==> src/rtl/audio_pkg.sv <==
// Shared widths for the I2S audio transmit path.
package audio_pkg;

  localparam int unsigned SAMPLE_W   = 16;
  localparam int unsigned TONE_W     = 32;
  localparam int unsigned FRAME_BITS = 64;
  localparam int unsigned HALF_BITS  = 32;

  localparam int unsigned SHIFT_W    = 4;
  localparam int unsigned DIV_W      = 8;
  localparam int unsigned UNDERRUN_W = 8;

  localparam int unsigned BITCNT_W   = $clog2(FRAME_BITS);
  localparam int unsigned POS_W      = $clog2(HALF_BITS);
  localparam int unsigned IDX_W      = $clog2(SAMPLE_W);

endpackage

==> src/rtl/tone_sat16.sv <==
// Arithmetic right shift of the mixed tone word, saturated to a signed 16-bit sample.
module tone_sat16
  import audio_pkg::*;
(
  input  logic [TONE_W-1:0]   value_i,
  input  logic [SHIFT_W-1:0]  shift_i,
  output logic [SAMPLE_W-1:0] sample_c_o
);

  localparam logic signed [TONE_W-1:0] SAT_MAX = TONE_W'(32'sh0000_7FFF);
  localparam logic signed [TONE_W-1:0] SAT_MIN = TONE_W'(-32'sh0000_8000);

  logic signed [TONE_W-1:0] shifted;

  always_comb begin
    shifted = $signed(value_i) >>> shift_i;
    if (shifted > SAT_MAX) begin
      sample_c_o = SAMPLE_W'(SAT_MAX);
    end else if (shifted < SAT_MIN) begin
      sample_c_o = SAMPLE_W'(SAT_MIN);
    end else begin
      sample_c_o = shifted[SAMPLE_W-1:0];
    end
  end

endmodule

==> src/rtl/audio_i2s_tx.sv <==
// I2S transmitter: BCLK/LRCK generation, per-frame sample hand-off and underrun counting.
module audio_i2s_tx
  import audio_pkg::*;
#(
  parameter int unsigned BCLK_DIV = 8
) (
  input  logic                  CLK,
  input  logic                  RESET,
  input  logic [TONE_W-1:0]     TONE,
  input  logic                  TONE_VALID,
  input  logic [SHIFT_W-1:0]    GAIN_SHIFT,
  output logic                  SAMPLE_REQ,
  output logic                  AUD_BCLK,
  output logic                  AUD_DACLRCK,
  output logic                  AUD_DACDAT,
  output logic [UNDERRUN_W-1:0] UNDERRUN_CNT
);

  localparam logic [DIV_W-1:0] DIV_LAST = DIV_W'(BCLK_DIV - 1);

  logic [DIV_W-1:0]      div_q, div_d;
  logic                  bclk_q, bclk_d;
  logic [BITCNT_W-1:0]   bit_q, bit_d;
  logic                  lrck_q, lrck_d;
  logic                  dat_q, dat_d;
  logic                  req_q, req_d;
  logic [UNDERRUN_W-1:0] urun_q, urun_d;
  logic [SAMPLE_W-1:0]   hold_q, hold_d;
  logic [SAMPLE_W-1:0]   frame_q, frame_d;
  logic                  fresh_q, fresh_d;

  logic [SAMPLE_W-1:0]   sat_sample;
  logic                  div_wrap;
  logic                  fall_tog;
  logic                  frame_start;
  logic                  slot_active;
  logic [BITCNT_W-1:0]   bit_next;
  logic [POS_W-1:0]      pos;
  logic [IDX_W-1:0]      slot_idx;

  tone_sat16 u_sat (
    .value_i    (TONE),
    .shift_i    (GAIN_SHIFT),
    .sample_c_o (sat_sample)
  );

  assign div_wrap    = (div_q == DIV_LAST);
  assign fall_tog    = div_wrap && bclk_q;
  assign bit_next    = bit_q + 1'b1;
  assign frame_start = fall_tog && (bit_next == '0);

  // One-BCLK delayed, MSB-first slot: positions 1..16 carry sample bits 15..0.
  assign pos         = bit_next[POS_W-1:0];
  assign slot_active = (pos != '0) && (pos <= POS_W'(SAMPLE_W));
  assign slot_idx    = IDX_W'(POS_W'(SAMPLE_W) - pos);

  always_comb begin
    div_d   = div_q;
    bclk_d  = bclk_q;
    bit_d   = bit_q;
    lrck_d  = lrck_q;
    dat_d   = dat_q;
    req_d   = 1'b0;
    urun_d  = urun_q;
    hold_d  = hold_q;
    frame_d = frame_q;
    fresh_d = fresh_q;

    if (div_wrap) begin
      div_d  = '0;
      bclk_d = ~bclk_q;
    end else begin
      div_d  = div_q + 1'b1;
    end

    if (fall_tog) begin
      bit_d  = bit_next;
      lrck_d = bit_next[BITCNT_W-1];
      dat_d  = slot_active ? frame_q[slot_idx] : 1'b0;
    end

    if (frame_start) begin
      frame_d = hold_q;
      fresh_d = 1'b0;
      req_d   = 1'b1;
      if (!fresh_q && (urun_q != '1)) begin
        urun_d = urun_q + 1'b1;
      end
    end

    // A sample arriving on the frame-start cycle belongs to the next frame.
    if (TONE_VALID) begin
      hold_d  = sat_sample;
      fresh_d = 1'b1;
    end
  end

  always_ff @(posedge CLK) begin
    if (RESET) begin
      div_q   <= '0;
      bclk_q  <= 1'b0;
      bit_q   <= '1;
      lrck_q  <= 1'b1;
      dat_q   <= 1'b0;
      req_q   <= 1'b0;
      urun_q  <= '0;
      hold_q  <= '0;
      frame_q <= '0;
      fresh_q <= 1'b1;
    end else begin
      div_q   <= div_d;
      bclk_q  <= bclk_d;
      bit_q   <= bit_d;
      lrck_q  <= lrck_d;
      dat_q   <= dat_d;
      req_q   <= req_d;
      urun_q  <= urun_d;
      hold_q  <= hold_d;
      frame_q <= frame_d;
      fresh_q <= fresh_d;
    end
  end

  assign SAMPLE_REQ   = req_q;
  assign AUD_BCLK     = bclk_q;
  assign AUD_DACLRCK  = lrck_q;
  assign AUD_DACDAT   = dat_q;
  assign UNDERRUN_CNT = urun_q;

endmodule

==> config.mk <==
export PLATFORM = sky130hd
export DESIGN_NAME = audio_i2s_tx
export DESIGN_NICKNAME = d
export VERILOG_FILES = /design/src/rtl/audio_pkg.sv /design/src/rtl/tone_sat16.sv /design/src/rtl/audio_i2s_tx.sv
export SDC_FILE = /design/constraint.sdc
export NUM_CORES = 1
export LEC_CHECK = 0
export CAP_MARGIN = 20
export CELL_PAD_IN_SITES_DETAIL_PLACEMENT = 0
export CELL_PAD_IN_SITES_GLOBAL_PLACEMENT = 2
export CORE_AREA = 8 8 118 120
export DETAILED_ROUTE_END_ITERATION = 8
export DIE_AREA = 0 0 126 128
export DONT_BUFFER_PORTS = 1
export GPL_TIMING_DRIVEN = 0
export PLACE_DENSITY = 0.84
export SLEW_MARGIN = 25
export SYNTH_ARGS = -nofsm -noshare
export SYNTH_HDL_FRONTEND = slang
export SYNTH_SLANG_ARGS = --single-unit
export TNS_END_PERCENT = 30
==> constraint.sdc <==
create_clock -name CLK -period 2.6 [get_ports CLK]
set_input_delay 0.65 -clock CLK [delete_from_list [all_inputs] [get_ports CLK]]
set_output_delay 0.65 -clock CLK [all_outputs]
set_load 0.01 [all_outputs]
# --- Word level (Yosys, flattened, before mapping) ---
# Cells that the tools add are included.
# W data, S select, Z words.
op_classes:
  n_addsub: 4
  n_lt_le_gt_ge: 4
  eq_ne: 2
  shifts: 1
  n_mux: 6
  bitwise_logic: 1
  reduce_logical: 10
op_table:
  columns: ["op", "count"]
  rows:
  - ["$gt A32 B16 Y1 const B", 1]
  - ["$lt A32 B16 Y1 const B", 1]
  - ["$mux W16", 2]
  - ["$sshr A32 B4 Y32", 1]
  - ["$add A8 B1 Y8 const B", 2]
  - ["$eq A8 B3 Y1 const B", 1]
  - ["$ne A8 B8 Y1 const B", 1]
  - ["$add A6 B1 Y6 const B", 1]
  - ["$logic_not A6 Y1", 1]
  - ["$le A5 B5 Y1 const B", 1]
  - ["$lt A4 B5 Y1 const B", 1]
  - ["$reduce_bool A5 Y1", 1]
  - ["$bmux W1 S4", 1]
  - ["$logic_and A1 B1 Y1", 4]
  - ["$reduce_or A2 Y1", 2]
  - ["$sub A1 B4 Y4 const A", 1]
  - ["$mux W1", 3]
  - ["$reduce_and A2 Y1", 1]
  - ["$logic_not A1 Y1", 1]
  - ["$not A1 Y1", 1]
word_totals:
  regBits: 59
  in_bits: 39
  word_cells: 38

# --- Longest topological paths before layout ---
logic_depth:
  ltp_word: 5
  mapped_depth: 11

# --- Modules after synthesis ---
# From an unflattened synthesis, not the netlist that was laid out.
unflattened:
  cells_unflattened: 469
  hier_area_um2: 4127.7
modules_own_cells:
  columns: ["mod", "instances", "cells_each", "area_per_inst_um2", "seq_area_each_um2"]
  rows:
  - ["audio_i2s_tx", 1, 261, 2462.4, 1161.1]
  - ["tone_sat16", 1, 208, 1665.3, 0.0]

# --- Least setup slack after synthesis ---
# No wires, ideal clock.
synth_path:
  path_type: "input to register"
  startpoint: "in GAIN_SHIFT[1]"
  endpoint: "reg hold_q[14]"
  setup_ns: 0.127
  t_arrival_ns: 2.617
  required_ns: 2.473
  path_slack_ns: -0.144
  cell_stages: 8
  n_path_buf: 2
  cell_sequence: "buf_6 > mux4_1 > mux2_4 > nor4_4 > a41oi_2 > nor3_4 > buf_6 > o32ai_2"
synth_between:
  elab_chain_cells: 4
synth_lines:
  columns: ["item", "line_no", "rtl"]
  rows:
  - ["from (decl)", "audio_i2s_tx.sv:11", "input logic [SHIFT_W-1:0] GAIN_SHIFT,"]
  - ["$sshr A32 B4 Y32 *", "tone_sat16.sv:16", "shifted = $signed(value_i) >>> shift_i;"]
  - ["$lt A32 B16 Y1", "tone_sat16.sv:19", "end else if (shifted < SAT_MIN) begin"]
  - ["$mux W16", "tone_sat16.sv:19", null]
  - ["$mux W16 *", "tone_sat16.sv:17", "if (shifted > SAT_MAX) begin"]
  - ["to (signal assigned)", "audio_i2s_tx.sv:118", "hold_q <= hold_d;"]
  - ["to (decl)", "audio_i2s_tx.sv:28", "logic [SAMPLE_W-1:0] hold_q, hold_d;"]
# Mark *: on every way between the ends. The rest lies on a longest branch, timed or not.
# A chain may end at the register's enable or synchronous reset.

# --- Worst setup path in the final report ---
layout_path:
  startpoint: "in GAIN_SHIFT[1]"
  endpoint: "reg hold_q[5]"
# Same word-level chain as after synthesis.

==> metrics.txt <==
fraction of final layout cells with drive strength greater than 1 22.9%; CTS tree yes; IO buf count 0; Crit path arrival time 2.79 ns; remaining antenna violation count 0; number of search-and-repair iterations in the first detailed-routing pass 5; TritonCTS sink count 58; category of the worst setup path launch point input port; total count of max-transition violations in the final report 0; ys async rst share 0%; Static Leakage 0.00183 uW; Max Fclk 0.389 GHz; DRC violation count after routing 0; initial core utilization 35.6%; Yosys Warn Count 0; clock-pin slew on the worst setup and hold paths 0.05 ns; highest net fanout along the worst path 10; start-to-end type of the worst setup path in2reg; total inserted antenna cells 0; compound-cell area share of the yosys netlist 16.5%; minimum setup slack in the final design 0.0299 ns; number of antenna violations at the first check in global routing 0; Worst Max-Slew Pin Slew 0.571 ns; placeable core region 0.0122 mm2; number of clock buffers inserted by TritonCTS 9; Yosys reg bits 58; DRT iter0 DRCs 138; worst-case setup slack after placement -0.480 ns; max capacitance violation total 0; root cell of the clock tree sky130_fd_sc_hd__clkbuf_16; number of failing setup endpoints in the final timing report 0; Mapped Area 0.00435 mm2; clk buf depth 2; post-synthesis cell count 443; H-tree levels 3; EDFF count, synth 0; number of cell rows 41; status complete, no violations; Seq. cell area 0.00116 mm2; number of library cell types mapped by synthesis 61; part of the cycle the worst path needs 98.8%; synthesized-area fraction occupied by and/or/nand/nor cells 16.4%; most common cell after layout, fill and taps aside sky130_fd_sc_hd__dfxtp_1; hold_buf cts 0; adder-cell area share of the yosys netlist 0.863%; worst setup skew after layout 0.00555 ns; Final GP Congestion 0.827; number of failing hold endpoints at the final stage 0; worst skew pair latency 0.32 ns; leading cell types in the layout, fill and taps excluded sky130_fd_sc_hd__dfxtp_1, sky130_fd_sc_hd__nor2_1, sky130_fd_sc_hd__mux2i_1; part of the Yosys area used for sequential elements 26.7%; largest net degree at the start of global routing 11; routed len/inst 17.4 um; Routed Wire Length 10700 um; endpoint kind of the worst setup timing path flip-flop; floorplan die width 126 um; minimum period implied by the final worst setup slack 2.57 ns; WP data required 2.82 ns; aggregate global routing overflow 0; power consumption 2510 uW; detailed-route via count 3454; I/O pin count 51; Peak VDD IR 0.000374 V; final design utilization 40.7%; max_slew headroom 61.9%; dominant combinational cell family by area after synthesis multiplexers; number of global-route vias before repair 3556; net count of the finished layout 499; synthesized area divided by synthesized cell count 9.81 um2; pwr/cell area 505 mW/mm2; gr usage total 13.5%; min-delay worst type reg2reg; Post-Syn Nets 485; fraction of synthesized area in multiplexers 29.8%; Primary FF master, synth sky130_fd_sc_hd__dfxtp_1; mean number of vias per cell 5.64; global-route wire length before repair 17800 um; unrepaired setup endpoints after global routing yes; DPL Wire Length 8250 um; full die area 0.0161 mm2; Die Y-Extent 128 um; number of fill cells 1193; Post-Synth XOR/XNOR Area 3.83%; area of the multi-input gates 0.00301 mm2; Area growth syn-to-layout 14.2%
-- per-layer routing --
layer	track usage, %	part of all wire, %	vias up
met2	21.9	47	85
met4	5.59	1.3	0
met1	16.4	44	1662
li1	-	-	1698
met3	4.03	6.7	9
met5	0	0	-
-- cells in the mapped netlist (3+ instances only) --
cell type | n | share of area [%]
sky130_fd_sc_hd__o211ai_1 | 5 | 0.86
sky130_fd_sc_hd__o21ai_0 | 17 | 2.0
sky130_fd_sc_hd__o32ai_1 | 5 | 1.0
sky130_fd_sc_hd__mux2i_1 | 40 | 9.2
sky130_fd_sc_hd__buf_2 | 8 | 0.92
sky130_fd_sc_hd__a21oi_1 | 7 | 0.81
sky130_fd_sc_hd__nand2_1 | 28 | 2.4
sky130_fd_sc_hd__nor3_1 | 5 | 0.58
sky130_fd_sc_hd__buf_6 | 5 | 1.3
sky130_fd_sc_hd__mux2_2 | 18 | 4.7
sky130_fd_sc_hd__xnor2_1 | 6 | 1.2
sky130_fd_sc_hd__xor2_1 | 13 | 2.6
sky130_fd_sc_hd__a21o_1 | 12 | 2.1
sky130_fd_sc_hd__inv_1 | 7 | 0.60
sky130_fd_sc_hd__nand3_1 | 17 | 2.0
sky130_fd_sc_hd__buf_4 | 4 | 0.69
sky130_fd_sc_hd__mux4_1 | 7 | 4.2
sky130_fd_sc_hd__o22ai_2 | 3 | 0.86
sky130_fd_sc_hd__nand4_1 | 4 | 0.58
sky130_fd_sc_hd__nand2b_1 | 5 | 0.72
sky130_fd_sc_hd__nor4_1 | 3 | 0.43
sky130_fd_sc_hd__and3_1 | 5 | 0.72
sky130_fd_sc_hd__a211o_1 | 4 | 0.81
sky130_fd_sc_hd__ha_1 | 3 | 0.86
sky130_fd_sc_hd__o32ai_2 | 7 | 2.6
sky130_fd_sc_hd__nor2_1 | 52 | 4.5
sky130_fd_sc_hd__o21bai_1 | 12 | 2.1
sky130_fd_sc_hd__and2_1 | 3 | 0.43
sky130_fd_sc_hd__o31ai_1 | 3 | 0.52
sky130_fd_sc_hd__clkbuf_1 | 20 | 1.7
sky130_fd_sc_hd__mux4_2 | 22 | 11
sky130_fd_sc_hd__dfxtp_1 | 58 | 27
-- cell type report --
class	instances	share of cell area, %
sequential	58	23.4
multi-input combinational	337	60.5
clock buffer	14	5.52
timing repair buffer	4	0.932
tap	150	3.78
buffer	38	4.99
clock inverter	2	0.202
inverter	9	0.680
-- cell families after synthesis --
logic type / after synthesis
mux: 88
simple gates: 140
xor+xnor: 19
flops: 58
compound gates: 87
buf+inv: 48
fa+ha+maj: 3
-- power breakdown --
group	total [uW]	leakage, uW	internal (uW)	switching [uW]
Sequential	937	0.000473	919	18.3
Clock	1100	0.000143	718	381
Combinational	474	0.00121	227	248
-- final timing paths --
check	from	endpoint	slack [ns]	cells past startpoint
max reg2reg	div_q[3]	frame_q[2]	0.17	8
min reg2reg	div_q[0]	div_q[0]	0.44	1
max	GAIN_SHIFT[1]	hold_q[5]	0.03	10
min	div_q[0]	div_q[0]	0.44	1
-- worst max-delay path, cell delays in order --
cell	delay (ns)
sky130_fd_sc_hd__buf_12	0.12
sky130_fd_sc_hd__buf_12	0.14
sky130_fd_sc_hd__buf_8	0.14
sky130_fd_sc_hd__or3b_1	0.36
sky130_fd_sc_hd__a21oi_1	0.20
sky130_fd_sc_hd__o21ai_1	0.14
sky130_fd_sc_hd__o41ai_4	0.35
sky130_fd_sc_hd__o311ai_4	0.21
sky130_fd_sc_hd__buf_12	0.19
sky130_fd_sc_hd__o32ai_1	0.28
-- flip-flops by register name, indices dropped and copies added, names as in the netlist --
| name | cells |
|---|---|
| UNDERRUN_CNT | 8 |
| AUD_BCLK | 1 |
| div_q | 8 |
| frame_q | 16 |
| SAMPLE_REQ | 1 |
| hold_q | 16 |
| fresh_q | 1 |
| AUD_DACDAT | 1 |
| bit_q | 6 |
-- stage by stage --
step                      instance area, um2  hold slack [ns]  setup TNS (ns)  cells
after floorplan                         4360            0.413          -0.216    443
after global placement                  4540            0.425           -5.60    593
after detailed placement                4540            0.442           -6.27    593
after CTS                               4890            0.449               0    611
after global routing                    4970            0.469         -0.0340    612
final                                   4970            0.444               0    612
-- repair_timing --
action | CTS | global route
gates cloned | 0 | 1
setup buffers | 2 | 1
endpoints found under the setup margin | 10 | 29
endpoints found under the hold margin | 0 | 0
gates resized for setup | 6 | 16
pin swaps | 2 | 6
Note: power is estimated with default switching activity, not from simulation.
